==> config.mk <==
export PLATFORM = sky130hd
export DESIGN_NAME = banco_registros_wr
export DESIGN_NICKNAME = d
export VERILOG_FILES = /design/src/rtl/banco_registros_wr.sv
export SDC_FILE = /design/constraint.sdc
export NUM_CORES = 2
export LEC_CHECK = 0
export ABC_AREA = 1
export BUFFER_PORTS_ARGS = -buffer_cell sky130_fd_sc_hd__buf_2
export CELL_PAD_IN_SITES_DETAIL_PLACEMENT = 2
export CELL_PAD_IN_SITES_GLOBAL_PLACEMENT = 2
export CORE_MARGIN = 8
export CORE_UTILIZATION = 25
export DETAILED_ROUTE_END_ITERATION = 6
export PLACE_DENSITY = 0.62
export SETUP_SLACK_MARGIN = 0.02
export SLEW_MARGIN = 10
export SYNTH_ARGS = -nofsm -noshare
export SYNTH_HDL_FRONTEND = slang
export SYNTH_SLANG_ARGS = --single-unit
==> constraint.sdc <==
create_clock -name clk -period 7.1 [get_ports clk]
set_input_delay 1.42 -clock clk [delete_from_list [all_inputs] [get_ports clk]]
set_output_delay 1.42 -clock clk [all_outputs]
set_load 0.1 [all_outputs]
==> src/rtl/banco_registros_wr.sv <==
// banco_registros_wr: write-responder register bank for the Jericalla datapath.
//
// A write request (i_e_write_br) is latched and held pending until the next
// frame boundary (i_sel_demux). At that boundary the request is written to
// the array, and o_wr_ack pulses for one cycle.
// While a request is pending, a newer request replaces it (last-wins), and
// o_overwrite_cnt counts each replacement.
// Two synchronous read ports feed the ALU operand path.
// Address 0 is hardwired to zero.
//
// Optional feature, selected by the macro BR_BYPASS_EN:
//   defined   - a read of the committing address in the commit cycle returns
//               the new data on that same edge (write-through forwarding).
//   undefined - that read returns the old array contents; the new value is
//               visible one cycle later.
//
// Handshake: a request is taken on any edge where i_e_write_br=1 and the FSM
// is in IDLE or ACK. It is never back-pressured. o_busy=1 (PENDING) marks a
// held request. The request commits on the edge where PENDING and
// i_sel_demux=1 are sampled. o_wr_ack is high for exactly the following cycle.
//
// o_dbg_state exposes the FSM state: 0=IDLE, 1=PENDING, 2=ACK.
module banco_registros_wr #(
  parameter int DATA_W = 32,
  parameter int ADDR_W = 5
) (
  input  logic              clk,
  input  logic              reset,
  input  logic              i_e_write_br,
  input  logic              i_sel_demux,
  input  logic [ADDR_W-1:0] i_wr_addr,
  input  logic [DATA_W-1:0] i_wr_data,
  input  logic [ADDR_W-1:0] i_rd_addr_a,
  input  logic [ADDR_W-1:0] i_rd_addr_b,
  output logic [DATA_W-1:0] o_rd_data_a,
  output logic [DATA_W-1:0] o_rd_data_b,
  output logic              o_wr_ack,
  output logic              o_busy,
  output logic [7:0]        o_overwrite_cnt,
  output logic [1:0]        o_dbg_state
);

  localparam int DEPTH = 1 << ADDR_W;

  typedef enum logic [1:0] {
    S_IDLE    = 2'd0,
    S_PENDING = 2'd1,
    S_ACK     = 2'd2
  } state_t;

  state_t              state_q, state_d;
  logic [ADDR_W-1:0]   lat_addr_q, lat_addr_d;
  logic [DATA_W-1:0]   lat_data_q, lat_data_d;
  logic [7:0]          ovw_cnt_q, ovw_cnt_d;
  logic                commit;
  logic [DATA_W-1:0]   rd_a_q, rd_a_d;
  logic [DATA_W-1:0]   rd_b_q, rd_b_d;
  logic [DATA_W-1:0]   mem_q [DEPTH];

  // Next-state logic: request latching, the commit decision and overwrite counting.
  always_comb begin
    state_d    = state_q;
    lat_addr_d = lat_addr_q;
    lat_data_d = lat_data_q;
    ovw_cnt_d  = ovw_cnt_q;
    commit     = 1'b0;
    case (state_q)
      S_IDLE, S_ACK: begin
        // A boundary pulse here has nothing to commit.
        // A coincident request is only latched.
        if (i_e_write_br) begin
          lat_addr_d = i_wr_addr;
          lat_data_d = i_wr_data;
          state_d    = S_PENDING;
        end else begin
          state_d = S_IDLE;
        end
      end
      S_PENDING: begin
        if (i_sel_demux) begin
          // The held request wins; a coincident new request is dropped.
          commit  = 1'b1;
          state_d = S_ACK;
          if (i_e_write_br && ovw_cnt_q != 8'hFF) begin
            ovw_cnt_d = ovw_cnt_q + 8'd1;
          end
        end else if (i_e_write_br) begin
          lat_addr_d = i_wr_addr;
          lat_data_d = i_wr_data;
          if (ovw_cnt_q != 8'hFF) begin
            ovw_cnt_d = ovw_cnt_q + 8'd1;
          end
        end
      end
      default: state_d = S_IDLE;
    endcase
  end

  // State register with the latched request and the saturating counter.
  always_ff @(posedge clk) begin
    if (reset) begin
      state_q    <= S_IDLE;
      lat_addr_q <= '0;
      lat_data_q <= '0;
      ovw_cnt_q  <= '0;
    end else begin
      state_q    <= state_d;
      lat_addr_q <= lat_addr_d;
      lat_data_q <= lat_data_d;
      ovw_cnt_q  <= ovw_cnt_d;
    end
  end

  // Register array. Commits to address 0 are discarded, so entry 0 stays zero.
  always_ff @(posedge clk) begin
    if (reset) begin
      for (int i = 0; i < DEPTH; i++) begin
        mem_q[i] <= '0;
      end
    end else if (commit && lat_addr_q != '0) begin
      mem_q[lat_addr_q] <= lat_data_q;
    end
  end

  // Read-port data selection, with optional forwarding of the committing write.
  always_comb begin
    rd_a_d = (i_rd_addr_a == '0) ? '0 : mem_q[i_rd_addr_a];
    rd_b_d = (i_rd_addr_b == '0) ? '0 : mem_q[i_rd_addr_b];
`ifdef BR_BYPASS_EN
    if (commit && lat_addr_q != '0 && i_rd_addr_a == lat_addr_q) begin
      rd_a_d = lat_data_q;
    end
    if (commit && lat_addr_q != '0 && i_rd_addr_b == lat_addr_q) begin
      rd_b_d = lat_data_q;
    end
`endif
  end

  // Registered read ports.
  always_ff @(posedge clk) begin
    if (reset) begin
      rd_a_q <= '0;
      rd_b_q <= '0;
    end else begin
      rd_a_q <= rd_a_d;
      rd_b_q <= rd_b_d;
    end
  end

  assign o_rd_data_a     = rd_a_q;
  assign o_rd_data_b     = rd_b_q;
  assign o_busy          = (state_q == S_PENDING);
  assign o_wr_ack        = (state_q == S_ACK);
  assign o_overwrite_cnt = ovw_cnt_q;
  assign o_dbg_state     = state_q;

endmodule
==> run summary <==
STATUS
--------------------------------------------------------------------------------------------------------
Status                                                                                      finished clean

DRT
--------------------------------------------------------------------------------------------------------
DR WL met2                                                                                        145 mm
Amount of wire on met3 after detailed routing                                                    16.7 mm
Uppermost metal layer occupied by signal nets                                                       met5
Length of the first detailed-routing pass in iterations                                                5
Drt drc                                                                                                0
Post-Route M1 WL                                                                                  143 mm
Routed wire length                                                                                320 mm
DRC marker count from the first detailed-route iteration                                            4897
Total via count after detailed routing                                                             55315
Detailed-route wire length per cell                                                              30.4 um
Via density per instance                                                                            5.27
Number of nets still failing antenna checks after routing                                              0

YOSYS
--------------------------------------------------------------------------------------------------------
Post-Synthesis Cells                                                                                7384
Fraction of the yosys area taken by sequential cells                                               56.1%
Number of flip-flops and latches in the synthesized netlist                                         1135
Warnings, synthesis                                                                                    0
Number of distinct library cells after synthesis                                                      28
Post-synthesis instance area                                                                   58800 um2
Avg Cell Area, Syn                                                                              7.96 um2

SETUP PATH
--------------------------------------------------------------------------------------------------------
Capturing element type of the critical path                                                     register
Critical Path Start Type                                                                    primary input
Reg-to-reg startpoint                                                                       o_dbg_state[0]
End of the worst register-to-register path                                                  mem_q[18][9]
Slack of the worst reg-to-reg path                                                               2840 ps
Cell count of the worst reg-to-reg path                                                                8
Crit Path Class                                                                                in -> reg
Arrival @ worst endpoint                                                                         4930 ps
Data required time of the critical path                                                          7530 ps
Worst Path Max Fanout                                                                                 33

CTS
--------------------------------------------------------------------------------------------------------
Clock tree from TritonCTS                                                                            yes
CTS Buf Count                                                                                        144
Setup repair bufs after CTS                                                                            0
Sink Count                                                                                          1135
Gates resized, CTS repair                                                                              0
CTS max path bufs                                                                                      3
H-Tree Depth                                                                                           4
Root Buffer                                                                                 sky130_fd_sc_hd__clkbuf_16
Worst-skew pair later-pin latency                                                                 830 ps
Total of hold buffers inserted after clock tree synthesis                                              0
Post-CTS clock slew at the launch and capture registers of the worst setup and hold paths          60 ps

GLOBAL ROUTE
--------------------------------------------------------------------------------------------------------
First-pass GRT wire length                                                                        447 mm
Final global-route overflow total                                                                      0
Largest net degree at the start of global routing                                                    181
All-Layer GR Usage                                                                                 24.6%
Number of antenna violations at the first check in global routing                                     21
Number of global-route vias before repair                                                          57901

STA
--------------------------------------------------------------------------------------------------------
Count of endpoints failing setup in the final report                                                   0
Time the final worst path needs with I/O delays and setup                                        4500 ps
Maximum clock rate                                                                               222 MHz
Slew at the pin closest to its max-slew limit                                                    1270 ps
Number of max-slew violations in the final report                                                      0
RSZ-0062 raised after global routing                                                               false
Worst slew slack as a fraction of its limit                                                        14.8%
TNS Setup                                                                                           0 ps
Final number of hold-violating endpoints                                                               0
Part of the cycle the worst path needs                                                             63.4%
Clock Skews                                                                                      36.6 ps

CELLS AND AREA
--------------------------------------------------------------------------------------------------------
Layout overhead on the synthesized area                                                            14.8%
Proportion of layout cells with a drive suffix above 1                                             8.31%
Total Nets Final                                                                                    7278
Final design area excluding fillers                                                            67500 um2

FLOW RUN
--------------------------------------------------------------------------------------------------------
Number of maximum-capacitance constraint violations                                                    0

HOLD PATH
--------------------------------------------------------------------------------------------------------
Launch point of the worst hold path                                                         lat_data_q[23]
Hold Crit Depth                                                                                        2
Worst-case hold path end point                                                              lat_data_q[23]
Hold WC Path Type                                                                             reg -> reg

PLACED DESIGN
--------------------------------------------------------------------------------------------------------
Cell area reported after detailed placement                                                    62700 um2
Count of buffers from port buffering                                                                 126
Post-detail-place hpwl                                                                            194 mm
Placer Congestion                                                                                  0.831

POWER AND IR DROP
--------------------------------------------------------------------------------------------------------
Leakage power                                                                                    26.0 nW
Power density relative to cell area                                                           263 nW/um2
Total power consumption of the routed design                                                     17.8 mW
Worst vdd ir                                                                                    0.241 mV

DIE
--------------------------------------------------------------------------------------------------------
Die Span X                                                                                        501 um
Full die area                                                                                 251000 um2
Overall die height                                                                                501 um
Starting density of the core                                                                       25.1%
Boundary Pins                                                                                        127
Placeable Area                                                                                235000 um2
Row count                                                                                            178

worst max-delay path by stage:
stage | cells after the start | startpoint | slack, ps | to
after global routing | 6 | reset | 2520 | mem_q[18][29]
after global placement | 6 | reset | 1840 | mem_q[8][17]
after detailed placement | 6 | reset | 1810 | mem_q[18][17]
after floorplan | 9 | o_dbg_state[0] | 2960 | mem_q[2][0]
after CTS | 6 | reset | 2680 | mem_q[8][26]
final | 6 | reset | 2600 | mem_q[18][9]
worst max-delay path: stages:
cell and delay, ps:
sky130_fd_sc_hd__buf_4 250, sky130_fd_sc_hd__nor2_1 610, sky130_fd_sc_hd__nand2_1 360, sky130_fd_sc_hd__nor2_2 530, sky130_fd_sc_hd__nand2_2 670, sky130_fd_sc_hd__nand2_2 990
registers in the layout (all words and copies together) (netlist names):
| name | flops |
|---|---|
| lat_addr_q | 5 |
| o_overwrite_cnt | 8 |
| o_dbg_state | 2 |
| mem_q | 1024 |
| o_rd_data_b | 32 |
| o_rd_data_a | 32 |
| lat_data_q | 32 |
layout by cell type, fill, tap and decap left out, types with 18 or more instances in the layout:
cell type                      n
sky130_fd_sc_hd__a21oi_1     300
sky130_fd_sc_hd__and3_1       18
sky130_fd_sc_hd__buf_2       117
sky130_fd_sc_hd__buf_4       144
sky130_fd_sc_hd__clkbuf_1     44
sky130_fd_sc_hd__clkbuf_16   147
sky130_fd_sc_hd__clkbuf_8     28
sky130_fd_sc_hd__clkinv_2     18
sky130_fd_sc_hd__conb_1       32
sky130_fd_sc_hd__dfxtp_1     111
sky130_fd_sc_hd__edfxtp_1   1024
sky130_fd_sc_hd__inv_1       155
sky130_fd_sc_hd__inv_2        30
sky130_fd_sc_hd__nand2_1    2106
sky130_fd_sc_hd__nand2_2      62
sky130_fd_sc_hd__nand3_1     721
sky130_fd_sc_hd__nor2_1     1653
sky130_fd_sc_hd__o211ai_1     37
sky130_fd_sc_hd__o21ai_0     490
cells by family (layout without fill, tap and decap cells):
| family | after synthesis | after routing | synth area share [%] |
|---|---|---|---|
| AOI/OAI and AO/OA | 845 | 845 | 7.39 |
| other | 1 | 38 | 0.00638 |
| DFF | 1135 | 1135 | 56.1 |
| adders and majority gates | 1 | 1 | 0.0213 |
| and+or+nand+nor | 4585 | 4585 | 31.0 |
| xor gates and xnor gates | 6 | 6 | 0.0894 |
| buffers and inverters | 811 | 746 | 5.45 |
power by group:
part           internal, mW  switching, mW
Sequential             7.53          0.185
Combinational         0.426           1.96
Clock                  4.47           3.18
synthesized netlist by cell type (all sizes together):
cell type / instances / area (um2)
nand3: 721 / 3610
inv: 191 / 717
o21ai: 492 / 2460
nand4: 2 / 12.5
o22ai: 15 / 93.8
xnor2: 3 / 26.3
conb: 1 / 3.75
edfxtp: 1024 / 30700
nor3: 11 / 77.6
clkinv: 3 / 11.3
a21oi: 300 / 1500
nand2: 2171 / 8150
xor2: 3 / 26.3
o31ai: 1 / 7.51
clkbuf: 441 / 1660
and3: 18 / 113
dfxtp: 111 / 2220
buf: 176 / 820
o211ai: 37 / 278
or2: 2 / 12.5
nor2: 1660 / 6240
ha: 1 / 12.5
layer usage:
metal / vias up / global-route usage [%]
met1: 29127 / 33.7
met2: 1789 / 39.8
met3: 491 / 2.85
li1: 23904 / -
met4: 4 / 9.89
met5: - / 0
area by class of cell:
type	count	area, um2
antenna	6	15.0
fill	26730	167000
clock inverter	53	607
inverter	194	758
tap	3150	3940
clock buffer	217	4200
timing repair buffer	282	2050
multi-input combinational	5469	22900
sequential	1135	33000
stage by stage:
step	utilization (%)	instances	setup WS [ps]	hold WS, ps
after floorplan	-	7415	2960	483
after CTS	28.8	10500	2680	447
after detailed placement	26.7	10230	1810	439
after global placement	26.7	10230	1840	430
after global routing	28.8	10502	2520	472
final	28.8	10506	2600	443
(Power assumes the default switching activity.)
